<file path="src/rtl/adc_pkg.sv">
// Shared definitions for the ADC acquisition sequencer slice.
// Holds the controller state encoding, default timing limits and the layout
// of the host register-access word forwarded to the SPI ADC interface block.
package adc_pkg;

    localparam int unsigned ADC_CNT_WIDTH  = 32;
    localparam int unsigned ADC_MIN_PERIOD = 16;

    // Register-access word layout
    localparam int unsigned REG_WORD_W    = 32;
    localparam int unsigned REG_WRITE_BIT = 23;
    localparam int unsigned REG_ADDR_MSB  = 22;
    localparam int unsigned REG_ADDR_LSB  = 8;
    localparam int unsigned REG_DATA_MSB  = 7;
    localparam int unsigned REG_DATA_LSB  = 0;

    typedef enum logic [1:0] {
        ST_IDLE  = 2'd0,
        ST_REG   = 2'd1,
        ST_ACQ   = 2'd2,
        ST_DRAIN = 2'd3
    } acq_state_e;

    typedef struct packed {
        logic [7:0]  rsvd;
        logic        write;
        logic [14:0] addr;
        logic [7:0]  data;
    } reg_word_t;

    // Word that takes the ADC out of register-access mode
    localparam reg_word_t REG_EXIT_WORD = '{rsvd: 8'h00, write: 1'b1, addr: 15'h7FFF, data: 8'h00};

endpackage

</file>
<file path="src/rtl/adc_acq_sequencer_if.sv">
// AXI-Stream style register-word channel (tdata/tvalid/tready).
// master: drives tdata/tvalid, receives tready.
// slave : receives tdata/tvalid, drives tready.
interface adc_acq_sequencer_if;

    adc_pkg::reg_word_t tdata;
    logic               tvalid;
    logic               tready;

    modport master (output tdata, output tvalid, input tready);
    modport slave  (input tdata, input tvalid, output tready);

endinterface

</file>
<file path="src/rtl/adc_trig_timer.sv">
// Conversion-trigger period timer.
// Ports: aclk/aresetn; load clears the counter so the next enabled cycle fires;
// en lets the counter run; period is the reload interval (>= 1);
// trigger is a registered one-cycle pulse, period cycles apart while enabled.
module adc_trig_timer #(
    parameter int unsigned CNT_WIDTH = 32
) (
    input  logic                 aclk,
    input  logic                 aresetn,
    input  logic                 load,
    input  logic                 en,
    input  logic [CNT_WIDTH-1:0] period,
    output logic                 trigger
);

    logic [CNT_WIDTH-1:0] cnt_q, cnt_d;
    logic                 trigger_q, trigger_d;

    // Down-counter: fire at zero and reload with period-1
    always_comb begin
        cnt_d     = cnt_q;
        trigger_d = 1'b0;
        if (load) begin
            cnt_d = '0;
        end else if (en) begin
            if (cnt_q == '0) begin
                trigger_d = 1'b1;
                cnt_d     = period - CNT_WIDTH'(1);
            end else begin
                cnt_d = cnt_q - CNT_WIDTH'(1);
            end
        end
    end

    always_ff @(posedge aclk or negedge aresetn) begin
        if (!aresetn) begin
            cnt_q     <= '0;
            trigger_q <= 1'b0;
        end else begin
            cnt_q     <= cnt_d;
            trigger_q <= trigger_d;
        end
    end

    assign trigger = trigger_q;

endmodule

</file>
<file path="src/rtl/adc_acq_sequencer.sv">
// SPI ADC front-end sequencer.
// Issues conversion triggers at a programmed rate for a programmed number of
// samples, counts accepted samples on the monitored ADC output handshake,
// flags overruns, and forwards host register words to the ADC interface
// while no acquisition is running.
// Ports:
//   aclk, aresetn           clock, async active-low reset
//   start, stop             acquisition control pulses
//   cfg_period              trigger period (clamped to MIN_PERIOD), sampled at start
//   cfg_num_samples         samples per run, 0 = continuous, sampled at start
//   trigger                 conversion trigger pulse
//   s_axis_reg / m_axis_reg register word in from host / out to ADC interface
//   adc_tvalid, adc_tready  monitored ADC data handshake
//   busy, done, overrun     status
//   sample_count            samples accepted in current/last run
module adc_acq_sequencer
    import adc_pkg::*;
#(
    parameter int unsigned CNT_WIDTH  = ADC_CNT_WIDTH,
    parameter int unsigned MIN_PERIOD = ADC_MIN_PERIOD
) (
    input  logic                       aclk,
    input  logic                       aresetn,
    input  logic                       start,
    input  logic                       stop,
    input  logic [CNT_WIDTH-1:0]       cfg_period,
    input  logic [CNT_WIDTH-1:0]       cfg_num_samples,
    output logic                       trigger,
    adc_acq_sequencer_if.slave         s_axis_reg,
    adc_acq_sequencer_if.master        m_axis_reg,
    input  logic                       adc_tvalid,
    input  logic                       adc_tready,
    output logic                       busy,
    output logic                       done,
    output logic                       overrun,
    output logic [CNT_WIDTH-1:0]       sample_count
);

    localparam int unsigned TMO_WIDTH = CNT_WIDTH + 2;

    acq_state_e           state_q, state_d;
    logic [CNT_WIDTH-1:0] period_q, period_d;
    logic [CNT_WIDTH-1:0] num_q, num_d;
    logic [CNT_WIDTH-1:0] issued_q, issued_d;
    logic [CNT_WIDTH-1:0] sample_q, sample_d;
    logic [TMO_WIDTH-1:0] drain_cnt_q, drain_cnt_d;
    logic                 overrun_q, overrun_d;
    logic                 done_q, done_d;
    logic                 busy_q, busy_d;
    logic                 s_tready_q, s_tready_d;
    logic                 m_tvalid_q, m_tvalid_d;
    reg_word_t            m_tdata_q, m_tdata_d;

    logic                 timer_load;
    logic                 timer_en;
    logic                 sample_acc_c;
    logic [CNT_WIDTH-1:0] outstanding_c;
    logic [TMO_WIDTH-1:0] tmo_last_c;

    adc_trig_timer #(
        .CNT_WIDTH (CNT_WIDTH)
    ) u_trig_timer (
        .aclk    (aclk),
        .aresetn (aresetn),
        .load    (timer_load),
        .en      (timer_en),
        .period  (period_q),
        .trigger (trigger)
    );

    // Samples only count while a run is active (ACQ or DRAIN)
    assign sample_acc_c  = adc_tvalid && adc_tready && ((state_q == ST_ACQ) || (state_q == ST_DRAIN));
    assign outstanding_c = issued_q - sample_q;
    // Last DRAIN cycle before giving up: 4*period cycles after entry
    assign tmo_last_c    = {period_q, 2'b00} - TMO_WIDTH'(1);

    // Next-state and datapath
    always_comb begin
        state_d     = state_q;
        period_d    = period_q;
        num_d       = num_q;
        issued_d    = issued_q;
        sample_d    = sample_q;
        drain_cnt_d = drain_cnt_q;
        overrun_d   = overrun_q;
        done_d      = 1'b0;
        m_tvalid_d  = m_tvalid_q;
        m_tdata_d   = m_tdata_q;
        timer_load  = 1'b0;
        timer_en    = 1'b0;

        if (sample_acc_c) begin
            sample_d = sample_q + CNT_WIDTH'(1);
        end

        // The visible trigger pulse is the issue event
        if (trigger) begin
            issued_d = issued_q + CNT_WIDTH'(1);
            if (outstanding_c != '0) begin
                overrun_d = 1'b1;
            end
        end

        case (state_q)
            ST_IDLE: begin
                // Register handshake takes priority over start
                if (s_axis_reg.tvalid && s_tready_q) begin
                    m_tdata_d  = s_axis_reg.tdata;
                    m_tvalid_d = 1'b1;
                    state_d    = ST_REG;
                end else if (start) begin
                    period_d   = (cfg_period < CNT_WIDTH'(MIN_PERIOD)) ? CNT_WIDTH'(MIN_PERIOD) : cfg_period;
                    num_d      = cfg_num_samples;
                    sample_d   = '0;
                    issued_d   = '0;
                    overrun_d  = 1'b0;
                    timer_load = 1'b1;
                    state_d    = ST_ACQ;
                end
            end
            ST_REG: begin
                if (m_axis_reg.tready) begin
                    m_tvalid_d = 1'b0;
                    state_d    = ST_IDLE;
                end
            end
            ST_ACQ: begin
                timer_en = 1'b1;
                if (stop || ((num_q != '0) && (issued_d == num_q))) begin
                    drain_cnt_d = '0;
                    state_d     = ST_DRAIN;
                end
            end
            ST_DRAIN: begin
                // A trigger still on the wire has not been counted yet
                if (!trigger && (issued_q == sample_q)) begin
                    done_d  = 1'b1;
                    state_d = ST_IDLE;
                end else if (drain_cnt_q == tmo_last_c) begin
                    overrun_d = 1'b1;
                    done_d    = 1'b1;
                    state_d   = ST_IDLE;
                end else begin
                    drain_cnt_d = drain_cnt_q + TMO_WIDTH'(1);
                end
            end
            default: begin
                state_d = ST_IDLE;
            end
        endcase

        busy_d     = (state_d != ST_IDLE);
        s_tready_d = (state_d == ST_IDLE);
    end

    // State and output registers
    always_ff @(posedge aclk or negedge aresetn) begin
        if (!aresetn) begin
            state_q     <= ST_IDLE;
            period_q    <= CNT_WIDTH'(MIN_PERIOD);
            num_q       <= '0;
            issued_q    <= '0;
            sample_q    <= '0;
            drain_cnt_q <= '0;
            overrun_q   <= 1'b0;
            done_q      <= 1'b0;
            busy_q      <= 1'b0;
            s_tready_q  <= 1'b0;
            m_tvalid_q  <= 1'b0;
            m_tdata_q   <= '0;
        end else begin
            state_q     <= state_d;
            period_q    <= period_d;
            num_q       <= num_d;
            issued_q    <= issued_d;
            sample_q    <= sample_d;
            drain_cnt_q <= drain_cnt_d;
            overrun_q   <= overrun_d;
            done_q      <= done_d;
            busy_q      <= busy_d;
            s_tready_q  <= s_tready_d;
            m_tvalid_q  <= m_tvalid_d;
            m_tdata_q   <= m_tdata_d;
        end
    end

    assign s_axis_reg.tready = s_tready_q;
    assign m_axis_reg.tvalid = m_tvalid_q;
    assign m_axis_reg.tdata  = m_tdata_q;
    assign busy              = busy_q;
    assign done              = done_q;
    assign overrun           = overrun_q;
    assign sample_count      = sample_q;

endmodule

</file>
<file path="src/flat_wrapper.sv">
// flat-port wrapper written by rule: the top's interface ports become plain ports
module adc_acq_sequencer_flat import adc_pkg::*;
#(
    parameter int unsigned CNT_WIDTH  = ADC_CNT_WIDTH,
    parameter int unsigned MIN_PERIOD = ADC_MIN_PERIOD
)
  (aclk, aresetn, start, stop, cfg_period, cfg_num_samples, trigger, adc_tvalid, adc_tready, busy, done, overrun, sample_count, s_axis_reg_tdata, s_axis_reg_tvalid, s_axis_reg_tready, m_axis_reg_tdata, m_axis_reg_tvalid, m_axis_reg_tready);
  adc_acq_sequencer_if s_axis_reg_i ();
  adc_acq_sequencer_if m_axis_reg_i ();
  input  logic aclk;
  input  logic aresetn;
  input  logic start;
  input  logic stop;
  input  logic [CNT_WIDTH-1:0] cfg_period;
  input  logic [CNT_WIDTH-1:0] cfg_num_samples;
  output logic trigger;
  input  logic adc_tvalid;
  input  logic adc_tready;
  output logic busy;
  output logic done;
  output logic overrun;
  output logic [CNT_WIDTH-1:0] sample_count;
  input wire logic [$bits(s_axis_reg_i.tdata)-1:0] s_axis_reg_tdata;
  input wire logic [$bits(s_axis_reg_i.tvalid)-1:0] s_axis_reg_tvalid;
  output wire logic [$bits(s_axis_reg_i.tready)-1:0] s_axis_reg_tready;
  output wire logic [$bits(m_axis_reg_i.tdata)-1:0] m_axis_reg_tdata;
  output wire logic [$bits(m_axis_reg_i.tvalid)-1:0] m_axis_reg_tvalid;
  input wire logic [$bits(m_axis_reg_i.tready)-1:0] m_axis_reg_tready;
  assign s_axis_reg_i.tdata = s_axis_reg_tdata;
  assign s_axis_reg_i.tvalid = s_axis_reg_tvalid;
  assign s_axis_reg_tready = s_axis_reg_i.tready;
  assign m_axis_reg_tdata = m_axis_reg_i.tdata;
  assign m_axis_reg_tvalid = m_axis_reg_i.tvalid;
  assign m_axis_reg_i.tready = m_axis_reg_tready;
  adc_acq_sequencer #(.CNT_WIDTH(CNT_WIDTH), .MIN_PERIOD(MIN_PERIOD)) u_core (.aclk(aclk), .aresetn(aresetn), .start(start), .stop(stop), .cfg_period(cfg_period), .cfg_num_samples(cfg_num_samples), .trigger(trigger), .s_axis_reg(s_axis_reg_i), .m_axis_reg(m_axis_reg_i), .adc_tvalid(adc_tvalid), .adc_tready(adc_tready), .busy(busy), .done(done), .overrun(overrun), .sample_count(sample_count));
endmodule
</file>
<file path="config.mk">
export PLATFORM = sky130hd
export DESIGN_NAME = adc_acq_sequencer_flat
export DESIGN_NICKNAME = d
export VERILOG_FILES = /design/src/rtl/adc_pkg.sv /design/src/rtl/adc_acq_sequencer_if.sv /design/src/rtl/adc_trig_timer.sv /design/src/rtl/adc_acq_sequencer.sv /design/src/flat_wrapper.sv
export SDC_FILE = /design/constraint.sdc
export NUM_CORES = 1
export LEC_CHECK = 0
export ABC_CLOCK_PERIOD_IN_PS = 4100
export CAP_MARGIN = 5
export CORE_ASPECT_RATIO = 1.25
export CORE_MARGIN = 2
export CORE_UTILIZATION = 52
export CTS_CLUSTER_SIZE = 12
export DETAILED_ROUTE_END_ITERATION = 10
export PLACE_DENSITY = 0.86
export SLEW_MARGIN = 0
export SYNTH_ARGS = -nofsm -noshare
export SYNTH_HDL_FRONTEND = slang
export SYNTH_SLANG_ARGS = --single-unit
</file>
<file path="constraint.sdc">
create_clock -name aclk -period 4.1 [get_ports aclk]
set_clock_uncertainty 0.15 [all_clocks]
set_input_delay 0.82 -clock aclk [delete_from_list [all_inputs] [get_ports aclk]]
set_output_delay 0.82 -clock aclk [all_outputs]
set_load 0.1 [all_outputs]
</file>
==> results.tsv, run 1 <==
stage	metric	value	unit
yosys	netlist_top_cells_area	dfrtp_1 37%, nand2_1 7.2%, xnor2_1 3.9%	
finish	finalInstanceArea	19600	um2
drt	first_pass_iters	6	
floorplan	core.rowCount	71	
clock_tree	cts_buffer_depth	3	
pwr	finalPower	13.2	mW
setup_path	crit_arrival	4.23	ns
yosys	yosys_register_bits	234	
sta	relSlewSlack	30.4	%
finish	multi_input_area	9640	um2
clock_tree	htreeDepth	1	
drt	ant_nets	0	
drt	drtIter0Drc	1191	
drt	drc	0	
floorplan	ios	174	
sta	max_freq	251	MHz
yosys	netlist.area_leader.share	36.5	%
yosys	yosysSeqAreaShare	36.7	%
drt	routed_wl	51100	um
sta	fin_crit_sh	97.3	%
finish	syn2layout_area_growth	23.0	%
setup_path	reg2regPathDepth	17	
finish	ff_latch_area	5870	um2
yosys	synth_fa_ha_area_share	3.13	%
drt	wl_per_cell	20.2	um
clock_tree	clk_latency	0.54	ns
setup_path	setup.worst_path.end_class	flop	
job	drv_cap	0	
global_route	grt_overflow	0	
placed_design	io_buffers	173	
yosys	synth_xor_area_share	6.44	%
yosys	synth_compound_area_share	15.7	%
sta	fin_ws	0.112	ns
sta	min_period	3.99	ns
global_route	antenna_found_initial	2	
global_route	grt_start_max_net_pins	78	
sta	drv_slew	0	
clock_tree	cts_root_buffer	clkbuf_16	
setup_path	crit_type	flop to flop	
yosys	ys.flop_type	dfrtp_1	
placed_design	pre_cts_slack	-0.0293	ns
finish	fill_cells	2540	
clock_tree	cts_tree	yes	
floorplan	die_x	161	um
status	status	finished clean	
sta	tightest_slew	1.04	ns
setup_path	crit_required	4.34	ns
yosys	ys_types	92	
drt	route.vias.total	15631	
yosys	synthCells	1919	
global_route	grt_pass1_vias	15456	
setup_path	path_max_fanout	5	
yosys	synthMuxAreaShare	4.06	%
yosys	synth_edf_count	0	
yosys	synth_warnings	0	
clock_tree	cts.reportedPaths.clkPinSlew	0.06	ns
global_route	grt_util_all_layers	31.1	%
placed_design	place.gp.congestion	1.00	
yosys	avgSynthCellArea	8.32	um2
finish	num-nets-final	2255	
placed_design	place_area	18500	um2
placed_design	dp_hpwl	37600	um
sta	finalSetupTns	0	ns
yosys	syn_nets	2063	
yosys	yosys.area_share.simple	29.4	%
floorplan	dieArea	32100	um2
global_route	grt_pass1_wl	80100	um
setup_path	start_kind	flop	
floorplan	die_h	200	um
clock_tree	hold_buffers	0	
floorplan	core	30200	um2
pwr	power_density	674	nW/um2
pwr	power.ir.vdd_worst	0.521	mV
clock_tree	cts_buffers	26	
sta	setup_viol	0	
clock_tree	cts_num_sinks	234	
pwr	p_leak	8.44	nW
yosys	synth_top_area_cell	dfrtp_1	
hold_path	hold_path_class	input port to async pin	
finish	drive_above_1_share	12.3	%
yosys	synth_top_family_by_area	simple AND/OR/NAND/NOR gates	
yosys	synth.cell_area	16000	um2
sta	final_hold_viol_count	0	
floorplan	initial_core_util	52.9	%
yosys	ys_async_sr_fraction	100	%
sta	whs	0.0684	ns
drt	viasPerCell	6.18	
## worst max-delay path, stage by stage, from the launching register on
cell and delay, ns:
dfrtp_1 0.46, or4_1 0.22, nor4b_2 0.10, nand3_2 0.12, nor2b_2 0.06, a21oi_1 0.21
ha_2 0.24, nand3_2 0.10, nor4_4 0.43, o2111ai_4 0.21, or2_2 0.34, or3_4 0.41
nor4_4 0.23, buf_4 0.16, nor2_1 0.04, a21o_1 0.15, a22oi_2 0.13, nor2_1 0.07
## cell usage in the layout, fill, tap and decap left out, types with 9 or more instances in the layout
cell,count
a22oi_1,13
o31ai_1,19
clkdlybuf4s50_1,172
xor2_1,40
nor4_1,41
nand4_1,42
o211ai_1,16
nor2b_1,24
and2_1,10
a211oi_1,18
nand2b_1,24
nor3_1,56
a21boi_0,9
or2_2,12
mux2i_1,25
or4_1,27
ha_1,37
a21o_1,14
nand3b_1,20
xnor2_1,71
o21ai_0,104
a21boi_1,10
inv_1,65
and3_1,34
or3_1,32
mux2_2,34
nand3_1,52
buf_4,95
dfrtp_1,226
nand2_1,307
nor2_1,163
a21oi_1,68
clkbuf_16,27
and4_1,13
a31oi_1,11
## metrics by stage
step | instances | util [%]
floorplan | 1919 | -
global placement | 2476 | 61.1
detailed placement | 2476 | 61.1
CTS | 2520 | 64.2
finish | 2530 | 65.0
global route | 2530 | 65.0
## cell usage after synthesis (all sizes together), types with 7 or more instances
cell	instances
dfrtp	233
and4	15
a211oi	19
mux2	35
a21oi	72
nor3b	7
a22oi	14
and2	10
or4	30
xnor2	71
a21o	14
nand3b	21
o21ai	109
ha	40
o31ai	19
o22ai	7
nand2b	24
mux2i	25
nor4	50
a31oi	11
nand4	45
nor4b	9
o21a	8
and3	35
a21boi	19
buf	27
nand3	55
nor3	60
nand2	309
inv	65
nor2	163
or2	13
clkbuf	81
or3	35
nor2b	25
o211ai	16
xor2	41
## layout make-up
class / instances / area share [%]
multi-input cells: 1512 / 49.1
flip-flops and latches: 234 / 29.9
repair buffers: 272 / 12.8
clock buffers: 38 / 3.95
well taps: 401 / 2.55
inverters: 65 / 1.24
clock inverters: 6 / 0.560
diodes: 2 / 0.0255
## cell families after synthesis
kind of cell | Yosys count
DFF | 234
buffers and inverters | 173
muxes | 60
adders and majority gates | 40
and+or+nand+nor | 920
xor gates and xnor gates | 114
AOI/OAI and AO/OA | 378
## final timing paths
path,startpoint,end,slack [ns]
setup / recovery,u_core.u_trig_timer.cnt_q[17],u_core.u_trig_timer.cnt_q[18],0.11
hold / removal,aresetn,u_core.sample_count[4],0.07
setup reg to reg,u_core.u_trig_timer.cnt_q[17],u_core.u_trig_timer.cnt_q[18],0.11
hold reg to reg,u_core.m_axis_reg.tdata[17],u_core.m_axis_reg.tdata[17],0.35
max in group asynchronous,aresetn,u_core.m_axis_reg.tdata[23],2.83
min in group aclk,u_core.m_axis_reg.tdata[17],u_core.m_axis_reg.tdata[17],0.35
## where the power goes
part,internal (mW),total [mW],switching (mW)
registers,2.94,3.73,0.787
logic,2.50,7.05,4.55
clock network,1.49,2.47,0.979
## metal layers
layer  GRT usage (%)  vias to the layer above  routed length (um)
met5               0                        -                   0
met4            17.2                        0                2930
met3            3.24                      158                2750
met2            57.8                      651               26400
met1            35.1                     7542               18900
li1                -                     7280                   -
## registers in the layout (all words and copies together) (netlist names)
name and count:
u_core.drain_cnt_q 34, u_core.issued_q 32, u_core.m_axis_reg.tdata 32, u_core.num_q 32, u_core.period_q 32, u_core.sample_count 32
u_core.u_trig_timer.cnt_q 32, u_core.state_q 2, u_core.busy 1, u_core.done 1, u_core.m_axis_reg.tvalid 1, u_core.overrun 1
u_core.s_axis_reg.tready 1, u_core.u_trig_timer.trigger 1
## timing repair
action                                 4_1_cts  5_1_grt
setup endpoints to repair                    3       39
gates cloned                                 0        1
endpoints found under the hold margin        0        0
buffers inserted                             0        7
pin swaps                                    0       10
resized for setup                            4       43
Note: power is estimated with default switching activity, not from simulation.
==> run 2: changes to the inputs <==
--- a/config.mk
+++ b/config.mk
@@ -5,14 +5,14 @@
 export SDC_FILE = /design/constraint.sdc
 export NUM_CORES = 1
 export LEC_CHECK = 0
-export ABC_CLOCK_PERIOD_IN_PS = 4100
+export ABC_CLOCK_PERIOD_IN_PS = 5170
 export CAP_MARGIN = 5
 export CORE_ASPECT_RATIO = 1.25
 export CORE_MARGIN = 2
-export CORE_UTILIZATION = 52
+export CORE_UTILIZATION = 55
 export CTS_CLUSTER_SIZE = 12
 export DETAILED_ROUTE_END_ITERATION = 10
-export PLACE_DENSITY = 0.86
+export PLACE_DENSITY = 0.87
 export SLEW_MARGIN = 0
 export SYNTH_ARGS = -nofsm -noshare
 export SYNTH_HDL_FRONTEND = slang
==> constraint.sdc (replaced) <==
create_clock -name aclk -period 5.17 [get_ports aclk]
set_clock_uncertainty 0.15 [all_clocks]
set_input_delay 1.034 -clock aclk [delete_from_list [all_inputs] [get_ports aclk]]
set_output_delay 1.034 -clock aclk [all_outputs]
set_load 0.1 [all_outputs]
==> run 2 against run 1 <==
  * Hold slack improved by 0.26 ns
  * Clock power decreased by 25%
  * Sequential share of layout area increased by 1.4 points
  * Combinational power decreased by 27%
  * Design area decreased by 4.8%
  * Clock-buffer cell count increased by 1
  * Sequential power decreased by 18%
  * Flip-flop and latch count unchanged
  * Die area decreased by 5.3%
  * Critical path type unchanged
  * Critical endpoint is now u_core.drain_cnt_q[7]
  * Largest power group unchanged
==> results.tsv, run 2 (same netlist as run 1, synthesis figures left out) <==
stage	metric	value	unit
drt	routed_wl	48000	um
setup_path	r2r_end	u_core.drain_cnt_q[7]	
floorplan	initial_core_util	56.1	%
setup_path	path_max_fanout	33	
hold_path	hold_path_class	input port to async pin	
global_route	grt_start_max_net_pins	103	
setup_path	setup.worst_path.end_class	flop	
setup_path	crit_type	flop to flop	
floorplan	die_h	195	um
pwr	power_density	535	nW/um2
sta	setup_viol	0	
pwr	p_leak	7.97	nW
job	drv_cap	0	
clock_tree	cts_num_sinks	234	
sta	finalSetupTns	0	ns
clock_tree	htreeDepth	1	
clock_tree	cts_tree	yes	
clock_tree	cts_buffer_depth	3	
global_route	grt_overflow	0	
status	status	finished clean	
placed_design	pre_cts_slack	0.272	ns
drt	route.vias.total	15305	
clock_tree	post_cts_buffers	0	
drt	first_pass_iters	5	
global_route	grt_pass1_vias	15159	
sta	rsz0062_at_grt	false	
sta	final_hold_viol_count	0	
clock_tree	hold_buffers	0	
setup_path	r2r_setup_slack	0.31	ns
pwr	power.ir.vdd_worst	0.469	mV
sta	fin_ws	0.309	ns
finish	regMostFlops	u_core.drain_cnt_q	
clock_tree	cts_resized	0	
setup_path	startpoint	u_core.u_trig_timer.trigger	
placed_design	dp_hpwl	35800	um
drt	viasPerCell	6.35	
drt	drtIter0Drc	1138	
sta	tightest_slew	1.07	ns
clock_tree	cts_buffers	27	
drt	drc	0	
clock_tree	clk_latency	0.54	ns
global_route	antenna_found_initial	0	
pwr	finalPower	10.0	mW
clock_tree	cts.reportedPaths.clkPinSlew	0.06	ns
floorplan	dieArea	30400	um2
finish	num-nets-final	2178	
setup_path	crit_required	5.49	ns
finish	largest_reg_flops	34	
finish	diodes	0	
setup_path	crit_arrival	5.18	ns
global_route	grt_pass1_wl	77100	um
finish	multi_input_area	9410	um2
floorplan	die_x	156	um
finish	drive_above_1_share	7.16	%
sta	drv_slew	0	
setup_path	r2r_start	u_core.u_trig_timer.trigger	
placed_design	dpl.cell_count	2360	
finish	syn2layout_area_growth	17.2	%
sta	min_period	4.86	ns
finish	ff_latch_area	5860	um2
global_route	grt_util_all_layers	31.3	%
setup_path	crit_end	u_core.drain_cnt_q[7]	
clock_tree	cts_root_buffer	clkbuf_16	
setup_path	start_kind	flop	
finish	final_cell_mix	307 x nand2_1, 233 x dfrtp_1, 171 x clkdlybuf4s50_1	
drt	ant_nets	0	
finish	fin_cells	2409	
placed_design	place.gp.congestion	0.994	
floorplan	core	28500	um2
setup_path	reg2regPathDepth	12	
sta	fin_crit_sh	94.0	%
finish	fill_cells	2367	
sta	relSlewSlack	27.7	%
sta	max_freq	206	MHz
finish	mostFrequentLayoutCell	nand2_1	
floorplan	core.rowCount	69	
floorplan	ios	174	
placed_design	io_buffers	173	
drt	wl_per_cell	19.9	um
finish	fin_util	65.7	%
-- run 2: cell count changes in the layout (fill, tap and decap cells not counted), moves of 4 or more --
cell / change
buf_4: -74
dfrtp_1: +7
dfrtp_2: -7
nor3_1: +4
nor3_2: -4
nor4_1: +6
-- run 2: through the flow --
stage | instance area, um2 | hold WS (ns)
finish | 18700 | 0.332
global route | 18700 | 0.372
CTS | 18700 | 0.355
detailed placement | 17900 | 0.342
global placement | 17900 | 0.336
floorplan | 16000 | 0.315
-- run 2: per-layer routing --
metal  global-route usage [%]  routed length (um)  up-vias  share of wire (%)
met2                     56.8               24800      618                 52
met5                        0                   0        -                  0
li1                         -                   -     7135                  -
met4                     16.2                2760        0                5.8
met3                     3.37                2490      160                5.2
met1                     35.9               18000     7392                 37
-- run 2: worst min path at each step --
| stage | cells past startpoint | slack [ns] | to |
|---|---|---|---|
| after detailed placement | 1 | 0.34 | u_core.m_axis_reg.tdata[31] |
| after global placement | 1 | 0.34 | u_core.m_axis_reg.tdata[6] |
| final | 1 | 0.33 | u_core.num_q[3] |
| after floorplan | 1 | 0.31 | u_core.u_trig_timer.cnt_q[3] |
| after global routing | 1 | 0.37 | u_core.m_axis_reg.tdata[19] |
| after CTS | 1 | 0.35 | u_core.m_axis_reg.tdata[31] |
-- run 2: power by group --
group	switching [mW]	internal, mW	total (mW)
registers	0.706	2.33	3.04
clock network	0.784	1.07	1.86
logic	3.36	1.76	5.12
-- run 2: cell type report --
class / instances / area share, %
clock buffers: 39 / 4.07
clock inverters: 10 / 0.495
inverters: 65 / 1.30
multi-input cells: 1512 / 50.3
flip-flops and latches: 234 / 31.3
well taps: 355 / 2.37
repair buffers: 194 / 10.2
-- run 2: worst max-delay path: stages, from the launching register on --
cell	delay (ns)
dfrtp_1	0.66
nand4_2	0.35
or4_4	0.59
nor4_1	0.52
o32ai_1	0.21
nor4_1	0.33
and4b_1	0.27
nand4_1	0.21
nand3b_2	0.20
nand2_2	0.33
buf_4	0.32
or4_1	0.48
a21boi_1	0.15
==> run 3: changes to the inputs <==
--- a/config.mk
+++ b/config.mk
@@ -9,10 +9,11 @@
 export CAP_MARGIN = 5
 export CORE_ASPECT_RATIO = 1.25
 export CORE_MARGIN = 2
-export CORE_UTILIZATION = 55
+export CORE_UTILIZATION = 62
 export CTS_CLUSTER_SIZE = 12
 export DETAILED_ROUTE_END_ITERATION = 10
-export PLACE_DENSITY = 0.87
+export PLACE_DENSITY = 0.95
+export REMOVE_ABC_BUFFERS = 1
 export SLEW_MARGIN = 0
 export SYNTH_ARGS = -nofsm -noshare
 export SYNTH_HDL_FRONTEND = slang
==> run 3 against run 2 <==
  * Utilization increased by 8.4 points
  * Critical path type unchanged
  * Sequential power about the same
  * Global-route usage up 4.3 points
  * Register-to-register slack worse by 0.07 ns
  * First-iteration DRC count increased by 17%
  * Die area decreased by 11%
  * Largest power group unchanged
  * Via count grew 1.3%
  * Largest cell class unchanged
  * Design area rose by 0.15%
  * Maximum frequency is 1.5% lower
  * Hold slack gained 0.019 ns
  * Wire length increased by 2.1%
  * Sequential share of layout area hardly changed
==> results.tsv, run 3 (same netlist as run 1, synthesis figures left out) <==
stage	metric	value	unit
setup_path	worst-path-stages	12	
finish	fin_util	74.1	%
setup_path	r2r_start	u_core.issued_q[13]	
sta	final_hold_viol_count	0	
drt	drtIter0Drc	1336	
pwr	p_int	5.26	mW
pwr	p_leak	8.01	nW
status	status	finished clean	
floorplan	ios	174	
drt	first_pass_iters	6	
drt	drc	0	
finish	diodes	0	
setup_path	crit_type	flop to flop	
finish	num-nets-final	2178	
hold_path	min_to	u_core.m_axis_reg.tdata[13]	
placed_design	place_area	17900	um2
sta	relSlewSlack	28.5	%
setup_path	cp_cell_sequence	and4_1 > nand4_1 > nor4_1 > mux2_2 > nor4b_1 > and4_1 > nand4_1 > nand3b_2 > nand2_2 > buf_12 > or4_1 > a21boi_1	
drt	routed_wl	49100	um
pwr	power.ir.vdd_worst	0.673	mV
pwr	power.switching	4.84	mW
global_route	grt_util_all_layers	35.6	%
floorplan	core	25300	um2
clock_tree	post_cts_buffers	0	
drt	wl_per_cell	20.6	um
pwr	p_sw_share	47.9	%
sta	tightest_slew	1.06	ns
floorplan	dieArea	27100	um2
global_route	grt_overflow	0	
drt	ant_nets	0	
clock_tree	cts_buffer_depth	3	
clock_tree	cts_buffers	26	
finish	fin_cells	2385	
setup_path	cpMaxStageDelayCell	nor4_1	
drt	viasPerCell	6.50	
sta	max_freq	203	MHz
drt	route.vias.total	15503	
sta	fin_crit_sh	95.4	%
finish	final_cell_mix	307 x nand2_1, 233 x dfrtp_1, 172 x clkdlybuf4s50_1	
clock_tree	cts_num_sinks	234	
placed_design	pre_cts_slack	0.349	ns
setup_path	reg2regPathDepth	12	
setup_path	crit_required	5.49	ns
clock_tree	cts.reportedPaths.clkPinSlew	0.06	ns
placed_design	dpl.cell_count	2341	
finish	multi_input_area	9410	um2
finish	fill_cells	1803	
sta	rsz0062_at_grt	false	
finish	drive_above_1_share	7.17	%
finish	syn2layout_area_growth	17.3	%
placed_design	dp_hpwl	35900	um
pwr	clock_power_share	18.7	%
clock_tree	cts_root_buffer	clkbuf_16	
finish	finalInstanceArea	18700	um2
clock_tree	cts_resized	0	
global_route	grt_start_max_net_pins	115	
sta	min_period	4.93	ns
global_route	grt_pass1_wl	77900	um
setup_path	path_max_fanout	31	
placed_design	place.gp.congestion	1.01	
setup_path	max_stage_delay	0.68	ns
setup_path	crit_arrival	5.25	ns
clock_tree	htreeDepth	1	
hold_path	holdPathStages	1	
pwr	power_frac_seq	30.2	%
job	drv_cap	0	
clock_tree	cts_tree	yes	
clock_tree	clk_latency	0.54	ns
setup_path	r2r_setup_slack	0.24	ns
pwr	comb_power_share	51.0	%
setup_path	cp_top_family	simple AND/OR/NAND/NOR gates	
hold_path	hold_path_class	flop to flop	
setup_path	r2r_end	u_core.drain_cnt_q[30]	
finish	ff_latch_area	5860	um2
global_route	antenna_found_initial	0	
setup_path	setup.worst_path.end_class	flop	
finish	regMostFlops	u_core.drain_cnt_q	
finish	mostFrequentLayoutCell	nand2_1	
floorplan	die_x	148	um
floorplan	core.rowCount	65	
sta	drv_slew	0	
finish	largest_reg_flops	34	
pwr	power_density	539	nW/um2
pwr	finalPower	10.1	mW
setup_path	crit_buf_inv	1	
hold_path	hold_path.startpoint	u_core.m_axis_reg.tdata[13]	
sta	fin_ws	0.236	ns
sta	setup_viol	0	
global_route	grt_pass1_vias	15426	
floorplan	die_h	183	um
floorplan	initial_core_util	63.1	%
setup_path	start_kind	flop	
clock_tree	hold_buffers	0	
placed_design	io_buffers	173	
[run 3: changes by cell type in the layout (fill, tap and decap cells not counted)]
cell / change
clkbuf_1: -5
clkbuf_8: +3
clkinvlp_4: -3
buf_12: +2
buf_4: -2
bufinv_16: +1
clkdlybuf4s50_1: +1
clkinv_2: +1
clkinv_4: -1
inv_6: -1
[run 3: worst max path at each step]
stage                                           start                      to  slack (ns)
final                             u_core.issued_q[13]  u_core.drain_cnt_q[30]        0.24
after global routing      u_core.u_trig_timer.trigger  u_core.drain_cnt_q[30]        0.04
after CTS                         u_core.issued_q[13]  u_core.drain_cnt_q[28]        0.31
after detailed placement          u_core.issued_q[13]  u_core.drain_cnt_q[28]        0.35
after global placement            u_core.issued_q[13]  u_core.drain_cnt_q[28]        0.42
after floorplan                                 start        u_core.num_q[16]       -2.52
[run 3: cell type report]
type | instances | share of cell area [%]
multi-input cells | 1512 | 50.2
flip-flops and latches | 234 | 31.3
repair buffers | 195 | 10.3
clock buffers | 37 | 4.18
well taps | 335 | 2.24
inverters | 65 | 1.30
clock inverters | 7 | 0.467
[run 3: metal layers]
layer	vias to the layer above	global-route usage, %	part of all wire (%)	routed length, um
li1	7137	-	-	-
met1	7389	40.1	36	17600
met2	775	63.3	51	24800
met3	202	6.40	7.4	3620
met4	0	20.1	6.3	3110
met5	-	0	0	0
[run 3: metrics by stage]
| stage | hold slack [ns] | setup TNS [ns] |
|---|---|---|
| floorplan | 0.315 | -366.41 |
| global placement | 0.337 | 0 |
| detailed placement | 0.344 | 0 |
| CTS | 0.357 | 0 |
| global route | 0.365 | 0 |
| finish | 0.350 | 0 |
[run 3: worst register-to-register path, stage by stage (launching register included)]
cell	delay (ns)
dfrtp_1	0.54
and4_1	0.40
nand4_1	0.30
nor4_1	0.68
mux2_2	0.41
nor4b_1	0.44
and4_1	0.28
nand4_1	0.17
nand3b_2	0.18
nand2_2	0.33
buf_12	0.30
or4_1	0.52
a21boi_1	0.15
[run 3: power groups by stage]
stage,sequential (mW),clock (mW),combinational [mW]
2_1_floorplan,3.93,0,2.63
3_3_place_gp,3.00,0,4.92
3_5_place_dp,3.03,0,5.06
4_1_cts,3.01,1.91,5.10
5_1_grt,3.12,1.98,5.53
6_report,3.05,1.89,5.16
